<file path="config.mk">
export PLATFORM = sky130hd
export DESIGN_NAME = pipeline_stall_ctrl
export DESIGN_NICKNAME = d
export VERILOG_FILES = /design/src/rtl/pipeline_stall_ctrl.sv
export SDC_FILE = /design/constraint.sdc
export NUM_CORES = 1
export LEC_CHECK = 0
export ABC_AREA = 1
export CAP_MARGIN = 10
export CORE_MARGIN = 10
export CORE_UTILIZATION = 45
export CTS_BUF_LIST = sky130_fd_sc_hd__clkbuf_4 sky130_fd_sc_hd__clkbuf_8
export CTS_CLUSTER_SIZE = 28
export DETAILED_ROUTE_END_ITERATION = 6
export MAX_ROUTING_LAYER = met4
export PLACE_DENSITY = 0.76
export RECOVER_POWER = 100
export REMOVE_ABC_BUFFERS = 1
export SETUP_SLACK_MARGIN = 0.05
export SLEW_MARGIN = 40
export SYNTH_ARGS = -nofsm -noshare
export SYNTH_HDL_FRONTEND = slang
export SYNTH_SLANG_ARGS = --single-unit
</file>
<file path="constraint.sdc">
create_clock -name clk -period 2.1 [get_ports clk]
set_input_delay 0.21 -clock clk [delete_from_list [all_inputs] [get_ports clk]]
set_output_delay 0.21 -clock clk [all_outputs]
set_load 0.01 [all_outputs]
</file>
<file path="src/rtl/pipeline_stall_ctrl.sv">
// Pipeline hazard/stall controller: Mealy stage enables and flushes, plus a multi-cycle wait timer.
// Optional STALL_PERF_CNT_EN adds stall_cycles / flush_events counters.
//
// state     | meaning
// ----------+-----------------------------------------------------------
// RUN       | normal flow, arbitrates dmem_wait > mc_start > redirect > load-use
// MEM_WAIT  | data memory not ready, whole pipe frozen
// MC_WAIT   | mul/div in EX, front end held, EX/MEM gets bubbles
// LU_BUBBLE | one bubble injected for a load-use hazard
module pipeline_stall_ctrl #(
  parameter int MC_MAX = 64
) (
  input  logic       clk,
  input  logic       rstn,
  input  logic       ld_use_hazard,
  input  logic       ctrl_redirect,
  input  logic       mc_start,
  input  logic       mc_done,
  input  logic       dmem_wait,
  output logic       pc_we,
  output logic       if_id_we,
  output logic       id_ex_we,
  output logic       ex_mem_we,
  output logic       if_id_flush,
  output logic       id_ex_flush,
  output logic       ex_mem_flush,
  output logic [1:0] state,
  output logic       mc_timeout
`ifdef STALL_PERF_CNT_EN
  ,
  output logic [31:0] stall_cycles,
  output logic [31:0] flush_events
`endif
);

  typedef enum logic [1:0] {
    RUN       = 2'b00,
    MEM_WAIT  = 2'b01,
    MC_WAIT   = 2'b10,
    LU_BUBBLE = 2'b11
  } state_t;

  localparam logic [6:0] MC_MAX_C = 7'(MC_MAX);

  state_t     state_q, state_nxt;
  logic [6:0] cnt_q, cnt_nxt;
  logic       tmo_nxt;
  logic       run_like;

  assign state = state_q;

  // MEM_WAIT with memory ready behaves exactly like RUN, so both share one decode.
  assign run_like = (state_q == RUN) || ((state_q == MEM_WAIT) && !dmem_wait);

  always_comb begin
    pc_we        = 1'b1;
    if_id_we     = 1'b1;
    id_ex_we     = 1'b1;
    ex_mem_we    = 1'b1;
    if_id_flush  = 1'b0;
    id_ex_flush  = 1'b0;
    ex_mem_flush = 1'b0;
    state_nxt    = state_q;
    cnt_nxt      = cnt_q;
    tmo_nxt      = 1'b0;

    if (run_like) begin
      if (dmem_wait) begin
        pc_we     = 1'b0;
        if_id_we  = 1'b0;
        id_ex_we  = 1'b0;
        ex_mem_we = 1'b0;
        state_nxt = MEM_WAIT;
      end else if (mc_start) begin
        pc_we        = 1'b0;
        if_id_we     = 1'b0;
        id_ex_we     = 1'b0;
        ex_mem_flush = 1'b1;
        cnt_nxt      = 7'd1;
        state_nxt    = MC_WAIT;
      end else if (ctrl_redirect) begin
        if_id_flush = 1'b1;
        id_ex_flush = 1'b1;
        state_nxt   = RUN;
      end else if (ld_use_hazard) begin
        pc_we       = 1'b0;
        if_id_we    = 1'b0;
        id_ex_flush = 1'b1;
        state_nxt   = LU_BUBBLE;
      end else begin
        state_nxt = RUN;
      end
    end else if (dmem_wait) begin
      // Memory stall freezes MC_WAIT / LU_BUBBLE in place, timer included.
      pc_we     = 1'b0;
      if_id_we  = 1'b0;
      id_ex_we  = 1'b0;
      ex_mem_we = 1'b0;
    end else if (state_q == MC_WAIT) begin
      if (mc_done) begin
        cnt_nxt   = 7'd0;
        state_nxt = RUN;
      end else begin
        pc_we        = 1'b0;
        if_id_we     = 1'b0;
        id_ex_we     = 1'b0;
        ex_mem_flush = 1'b1;
        if (cnt_q == MC_MAX_C) begin
          tmo_nxt   = 1'b1;
          cnt_nxt   = 7'd0;
          state_nxt = RUN;
        end else begin
          cnt_nxt = cnt_q + 7'd1;
        end
      end
    end else begin
      if (ctrl_redirect) begin
        if_id_flush = 1'b1;
        id_ex_flush = 1'b1;
      end
      state_nxt = RUN;
    end

    if (!rstn) begin
      pc_we        = 1'b0;
      if_id_we     = 1'b0;
      id_ex_we     = 1'b0;
      ex_mem_we    = 1'b0;
      if_id_flush  = 1'b1;
      id_ex_flush  = 1'b1;
      ex_mem_flush = 1'b1;
    end
  end

  always_ff @(posedge clk) begin
    if (!rstn) begin
      state_q    <= RUN;
      cnt_q      <= 7'd0;
      mc_timeout <= 1'b0;
    end else begin
      state_q    <= state_nxt;
      cnt_q      <= cnt_nxt;
      mc_timeout <= tmo_nxt;
    end
  end

`ifdef STALL_PERF_CNT_EN
  always_ff @(posedge clk) begin
    if (!rstn) begin
      stall_cycles <= 32'd0;
      flush_events <= 32'd0;
    end else begin
      if (!pc_we)      stall_cycles <= stall_cycles + 32'd1;
      if (if_id_flush) flush_events <= flush_events + 32'd1;
    end
  end
`endif

endmodule

</file>
# == Yosys cells after proc, flatten, opt, wreduce, memory -nomap -nowiden ==
# Index checks and enable logic that the tools add are counted.
# classes
n_div,0
shift,0
add_sub_neg,1
order_cmp,0
bitwise_logic,3
mux,52
multipliers,0
eq_ne,6
reduce_logical,8
# ops
op,count
two-way mux 7 bit,7
two-way mux 1 bit,36
two-way mux 2 bit,9
"adder 7 x 1 -> 7 bit, second input constant",1
"== test 7 bit, second input constant",1
OR reduction 5 bit,1
"inequality test 4 x 3 -> 1 bit, second input constant",1
inverter 1 bit,3
AND reduction 3 bit,1
"== test 2 x 1 -> 1 bit, second input constant",1
"== test 2 bit, second input constant",1
logical NOT 2 bit,1
"inequality test 2 x 1 -> 1 bit, second input constant",1
"inequality test 2 bit, second input constant",1
AND reduction 2 bit,1
nonzero test 2 bit,1
logical AND 1 bit,1
logical NOT 1 bit,1
logical OR 1 bit,1
# totals
memories,0
mem_bits_ro,0
elab_cells,73
register_bits,10
out_inout_bits,10
mem_bits_rw,0
latch_bits,0

# == Logic depth before layout (Yosys ltp) ==
# Gate-level depths: netlist of the first run.
# logic_depth
word_depth,6
ltp_mapped,9
depth_no_buf,9

# == Worst setup path after synthesis of the first run ==
# OpenSTA, ideal clock, no wires.
# synth_path
path_type,register to output
start,"register state_q[1], in the netlist state[1]"
end,output port pc_we
path_slack_ps,422
stages_incl_launch_ff,6
t_required_ps,1890
n_path_buf,1
t_arrival_ps,1468
path_cell_list,dfxtp_1 inv_2 nand2_2 nor2_1 nor4_1 buf_4
# synth_via
elab_chain_cells,5
elab_cells_between_ends,9
# synth_rtl
element,line_no,source
from (decl),45,"state_t state_q, state_nxt;"
from (signal assigned),141,state_q <= state_nxt;
== test 2 bit / == test 2 x 1 -> 1 bit (equally long branches),"99, 53",
two-way mux 1 bit / logical AND 1 bit (equally long branches),n/a,
two-way mux 1 bit / logical OR 1 bit (equally long branches),n/a,
two-way mux 1 bit (*) (2 in a row),n/a,
to (decl),20,"output logic pc_we,"
# Mark *: on every way between the ends. The rest lies on a longest branch, timed or not.

# == Worst setup path in the final report of the first run ==
# layout_path
start,input port dmem_wait
end,output port if_id_flush
# layout_via
elab_chain_cells,5
elab_cells_between_ends,7
# layout_rtl
element,line_no,source
from (decl),19,"input logic dmem_wait,"
logical NOT 1 bit,53,assign run_like = (state_q == RUN) || ((state_q == MEM_WAIT) && !dmem_wait);
logical AND 1 bit,53,
logical OR 1 bit,53,
two-way mux 1 bit (*),67,if (run_like) begin
two-way mux 1 bit (*),124,if (!rstn) begin
to (decl),24,"output logic if_id_flush,"
# Marked as above.

==> results.json, run 1 <==
{
  "vias_per_cell": 5.09,
  "final_cell_area_sq_um": 973,
  "drt-wirelength-per-cell_um": 11.7,
  "total_power_mw": 0.534,
  "cts_max_level": 1,
  "die_x_um": 59.6,
  "synth_top_cell_area_share": 0.284,
  "p_leak_nw": 0.453,
  "routed_wl_um": 1840,
  "slew_headroom": 0.758,
  "intPower_mw": 0.373,
  "netlist.top_cell.by_area": "dfxtp_1",
  "setup_viol": 0,
  "tightest_slew_ps": 363,
  "ioPinCount": 17,
  "drtIter0Drc": 5,
  "slew_violations": 0,
  "syn_area_sq_um": 704,
  "hp-start": "cnt_q[1]$_SDFFE_PN0P_",
  "utilization": 0.654,
  "cp_common_cell": "nand3_1",
  "max_freq_ghz": 0.501,
  "combPwrFrac": 0.281,
  "clock_latency_ps": 270,
  "syn_area_per_cell_sq_um": 6.29,
  "rsz0062_at_grt": "no",
  "dieArea_sq_um": 3550,
  "core-area_sq_um": 1490,
  "core.rowCount": 14,
  "ys_seq_area_frac": 0.284,
  "yosys_warnings": 0,
  "p_per_area_nw_per_um2": 549,
  "path_max_fanout": 4,
  "numCtsBuffers": 3,
  "synth_seq_cells": 10,
  "switching_share": 0.303,
  "cp-end-kind": "output port",
  "start_util": 0.473,
  "placement.io_buffers": 16,
  "status": "complete, no violations",
  "num_antenna_cells": 0,
  "power_frac_seq": 0.388,
  "slowest_delay_ps": 610,
  "gp_congestion": 0.919,
  "met2_usage": 0.181,
  "grt_busiest_layer": "met2",
  "clk_pin_slew_ps": 60,
  "r2r_cells": 6,
  "hold_buffers": 0,
  "cp_data_required_time_ps": 1890,
  "final_net_count": 152,
  "antenna_found_initial": 0,
  "netlist-cell-type-count": 23,
  "cp_cell_sequence": "clkdlybuf4s50_1, nor2_1, buf_4, nand3_1, nand3_1, dlygate4sd3_1",
  "cts_tree": "yes",
  "use_met3": 0.0236,
  "ys_top_cells_by_area": "dfxtp_1 28%, nand2_1 12%, nor2_1 10%, inv_1 8.0%, nand3_1 7.8%",
  "reg2reg_to": "cnt_q[2]$_SDFFE_PN0P_",
  "hold_viol_final": 0,
  "area_growth_pct": 38.2,
  "path_delay_family": "buffers and inverters",
  "dp_slack_ps": -30.4,
  "path_class": "input pin to output port",
  "grt_pass1_wl_um": 3010,
  "hpwl_um": 1480,
  "layout-drive-gt1-share": 0.155,
  "min_period_ps": 2000,
  "hold_class": "flip-flop to flip-flop",
  "fin_crit_sh": 0.951,
  "setup.worst_path.start_class": "input pin",
  "vias": 805,
  "final_antenna_net_count": 0,
  "syn_inst": 112,
  "hold_depth": 2,
  "peakVddDrop_v": 0.000233,
  "grt_pass1_vias": 751,
  "arrival_ps": 1790,
  "grt_use_total": 0.110,
  "chipHeight_um": 59.6,
  "drc": 0,
  "skew_ps": 5.65,
  "rr_startpoint": "state[0]$_SDFFE_PN0P_",
  "p_sw_mw": 0.162,
  "dr.pass1.iters": 4,
  "cts_root_buf": "clkbuf_4",
  "hold-path-endpoint": "cnt_q[1]$_SDFFE_PN0P_",
  "critPathBufInv": 3,
  "postCtsSetupRepairBufs": 0,
  "grt_overflow": 0,
  "slowest_stage": "dlygate4sd3_1",
  "postLayoutSetupSlackWorst_ps": 104,
  "maxCapViolations": 0,
  "pwr-share-clk": 0.332,
  "dpl-instance-area_sq_um": 956,
  "grt_max_degree": 9,
  "cts_buffer_depth": 2,
  "met1_usage": 0.121,
  "clock-sinks": 10,
  "reg2reg_setup_slack_ps": 510
}
==> Yosys cell counts <==
cell type / instances
nand2_1: 22
nor2_1: 19
inv_1: 15
nand3_1: 11
dfxtp_1: 10
a21oi_1: 8
nand4_1: 4
nand2_2: 3
ha_1: 2
nor3_1: 2
nor4_1: 2
o21ai_0: 2
o21ai_1: 2
a21oi_2: 1
buf_4: 1
buf_6: 1
inv_2: 1
inv_4: 1
nand2_4: 1
nand3_4: 1
nand3b_1: 1
nor2_2: 1
o31ai_1: 1
==> worst reg2reg max path, delay by kind of cell (launching register included) <==
family | cells | cell delay [ps]
simple gates | 4 | 530
flops | 1 | 360
compound gates | 1 | 340
buf+inv | 1 | 250
==> through the flow <==
stage          TNS, ps  hold slack, ps  cells
6_report             0             514    158
5_1_grt              0             531    158
4_1_cts              0             513    158
3_5_place_dp     -58.4             498    154
3_3_place_gp     -17.3             486    154
2_1_floorplan        0             289    110
==> worst max-delay path by stage <==
stage                                from           to  slack, ps  cells past startpoint
finish                          dmem_wait  if_id_flush        100                      6
global route                    dmem_wait  if_id_flush         40                      6
CTS                             dmem_wait  id_ex_flush        140                      6
detailed placement              dmem_wait     if_id_we        -30                      6
global placement                dmem_wait     if_id_we         -9                      6
floorplan           state[1]$_SDFFE_PN0P_     if_id_we        440                      4
==> layout make-up <==
class / instances / area (sq um)
Fill cell: 160 / 515
Multi-Input combinational cell: 83 / 408
Timing Repair Buffer: 28 / 241
Sequential cell: 10 / 203
Inverter: 17 / 65.1
Clock buffer: 4 / 36.3
Tap cell: 16 / 20.0
==> sequential cells by signal (all words and copies together) (netlist names) <==
signal and flops:
mc_timeout 1, cnt_q 7, state 2
==> kinds of logic (layout without fill, tap and decap cells) <==
group,after synthesis,count (layout),synth area share
and+or+nand+nor,67,67,0.451
buffers and inverters,19,49,0.121
AOI/OAI and AO/OA,14,14,0.108
DFF,10,10,0.284
adders and majority gates,2,2,0.0355
==> layout by cell type, fill, tap and decap left out <==
master           count
nor4_1               2
nand3_4              1
dfxtp_2              2
o31ai_1              1
clkdlybuf4s50_1      7
clkbuf_4             4
dlygate4sd3_1        5
clkbuf_1             1
clkinvlp_2           1
nand4_1              4
dfxtp_1              8
dlygate4sd2_1        4
nand3b_1             1
buf_4               10
inv_2                1
nand3_1             11
nor2_2               1
nor3_1               2
a21oi_1              9
clkbuf_8             1
ha_1                 2
nor2_1              19
inv_1               15
nand2_4              1
o21ai_0              3
nand2_1             25
o21ai_1              1
==> routing by layer <==
| metal | part of all wire | wire (um) | up-vias |
|---|---|---|---|
| li1 | - | - | 426 |
| met1 | 0.48 | 890 | 354 |
| met2 | 0.46 | 839 | 21 |
| met3 | 0.037 | 69 | 4 |
| met4 | 0.023 | 42 | 0 |
| met5 | 0 | 0 | - |
==> what timing repair did <==
action | in CTS | in global routing
endpoints found under the hold margin | 0 | 0
gates resized for setup | 6 | 0
endpoints found under the setup margin | 4 | 0
==> power groups by stage <==
stage                     Sequential, mW  Clock (mW)  Combinational (mW)
final                              0.207       0.177               0.150
after global routing               0.209       0.193               0.167
after CTS                          0.208       0.177               0.162
after detailed placement           0.212           0               0.166
after global placement             0.211           0               0.164
after floorplan                    0.211           0              0.0759
(Power assumes the default switching activity.)
==> inputs of run 2 (changes only) <==
==> constraint.sdc (replaced) <==
create_clock -name clk -period 2.1 [get_ports clk]
set_input_delay 0.21 -clock clk [delete_from_list [all_inputs] [get_ports clk]]
set_output_delay 0.21 -clock clk [all_outputs]
set_load 0.02 [all_outputs]
==> results.json, run 2 (synthesized netlist as in run 1, its figures left out) <==
{
  "status": "complete, no violations",
  "final_net_count": 157,
  "drt-wirelength-per-cell_um": 12.1,
  "routed_wl_um": 1970,
  "hpwl_um": 1640,
  "maxCapViolations": 0,
  "start_util": 0.473,
  "min_period_ps": 1900,
  "clock_latency_ps": 270,
  "postCtsSetupRepairBufs": 0,
  "slew_violations": 0,
  "slew_headroom": 0.771,
  "hold_class": "flip-flop to flip-flop",
  "grt_pass1_vias": 851,
  "top_layer": "met4",
  "num_antenna_cells": 0,
  "cts_buffer_depth": 2,
  "dr.pass1.iters": 4,
  "skew_ps": 5.74,
  "core-area_sq_um": 1490,
  "m1WireLength_um": 875,
  "core.rowCount": 14,
  "cts_tree": "yes",
  "placement.io_buffers": 16,
  "vias": 804,
  "total_power_mw": 0.559,
  "dr_wl_met3_um": 86,
  "chipHeight_um": 59.6,
  "cp_data_required_time_ps": 1890,
  "die_x_um": 59.6,
  "path_class": "input pin to output port",
  "layout_commonest_cell": "nand2_1",
  "path_max_fanout": 5,
  "hold_viol_final": 0,
  "clk_pin_slew_ps": 60,
  "rsz0062_at_grt": "no",
  "clock-sinks": 10,
  "p_leak_nw": 0.471,
  "cts_max_level": 1,
  "drc": 0,
  "switching_share": 0.320,
  "area_growth_pct": 42.3,
  "hold_ws_ps": 514,
  "tightest_slew_ps": 343,
  "vias_per_cell": 4.93,
  "ioPinCount": 17,
  "grt_overflow": 0,
  "final_cell_mix": "23 x nand2_1, 19 x nor2_1, 15 x inv_1, 15 x buf_4, 11 x nand3_1",
  "grt_max_degree": 9,
  "p_per_area_nw_per_um2": 558,
  "cts_root_buf": "clkbuf_4",
  "intPower_mw": 0.380,
  "combPwrFrac": 0.312,
  "antenna_found_initial": 0,
  "fin_crit_sh": 0.903,
  "met2WireLength_um": 962,
  "cp-end-kind": "output port",
  "max_freq_ghz": 0.527,
  "grt_use_total": 0.129,
  "layout-drive-gt1-share": 0.190,
  "final_antenna_net_count": 0,
  "setup.worst_path.start_class": "input pin",
  "arrival_ps": 1690,
  "p_sw_mw": 0.179,
  "drtIter0Drc": 16,
  "setup_viol": 0,
  "grt_pass1_wl_um": 3480,
  "largest_reg_flops": 7,
  "power_frac_seq": 0.370,
  "peakVddDrop_v": 0.000320,
  "pwr-share-clk": 0.318,
  "numCtsBuffers": 3,
  "dieArea_sq_um": 3550,
  "largest_register": "cnt_q",
  "gp_congestion": 0.908
}
## run 2: path summary, 6_finish.rpt
check / start / end / slack, ps / depth (start not counted)
worst max register to register: state[1]$_SDFFE_PN0P_ / cnt_q[2]$_SDFFE_PN0P_ / 490 / 8
worst min register to register: cnt_q[1]$_SDFFE_PN0P_ / cnt_q[1]$_SDFFE_PN0P_ / 510 / 2
worst min-delay path: cnt_q[1]$_SDFFE_PN0P_ / cnt_q[1]$_SDFFE_PN0P_ / 510 / 2
worst max-delay path: dmem_wait / id_ex_we / 200 / 7
## run 2: power groups by stage
stage	Sequential, mW	Clock (mW)	Combinational, mW
6_report	0.207	0.177	0.174
5_1_grt	0.208	0.198	0.194
4_1_cts	0.208	0.180	0.185
3_5_place_dp	0.212	0	0.190
3_3_place_gp	0.212	0	0.186
2_1_floorplan	0.214	0	0.0850
## run 2: critical path, stage by stage
cell	delay, ps
clkdlybuf4s50_1	570
clkbuf_1	240
nand2_1	90
nand2_1	80
clkbuf_4	140
nor3_1	30
dlygate4sd2_1	320
## run 2: per-layer routing
metal,vias to the layer above,track usage
li1,437,-
met1,342,0.132
met2,21,0.223
met3,4,0.0279
met4,0,0.0673
met5,-,-
## run 2: metrics by stage
stage	area, sq um	setup TNS, ps	instances	util	worst slack, ps
6_report	1000	0	163	0.673	204
5_1_grt	1000	0	163	0.673	63.0
4_1_cts	1030	0	163	0.689	53.5
3_5_place_dp	993	-311	159	0.667	-108
3_3_place_gp	993	-237	159	0.667	-81.7
2_1_floorplan	686	-390	110	-	-195
## run 2: what timing repair did
action	in CTS	in global routing
endpoints found under the setup margin	4	2
gates resized for setup	5	2
hold buffers	0	0
## run 2: layout make-up
type	count	area [sq um]
multi-input combinational	83	413
fill	143	487
tap	16	20.0
timing repair buffer	33	267
sequential	10	201
clock buffer	4	36.3
inverter	17	65.1
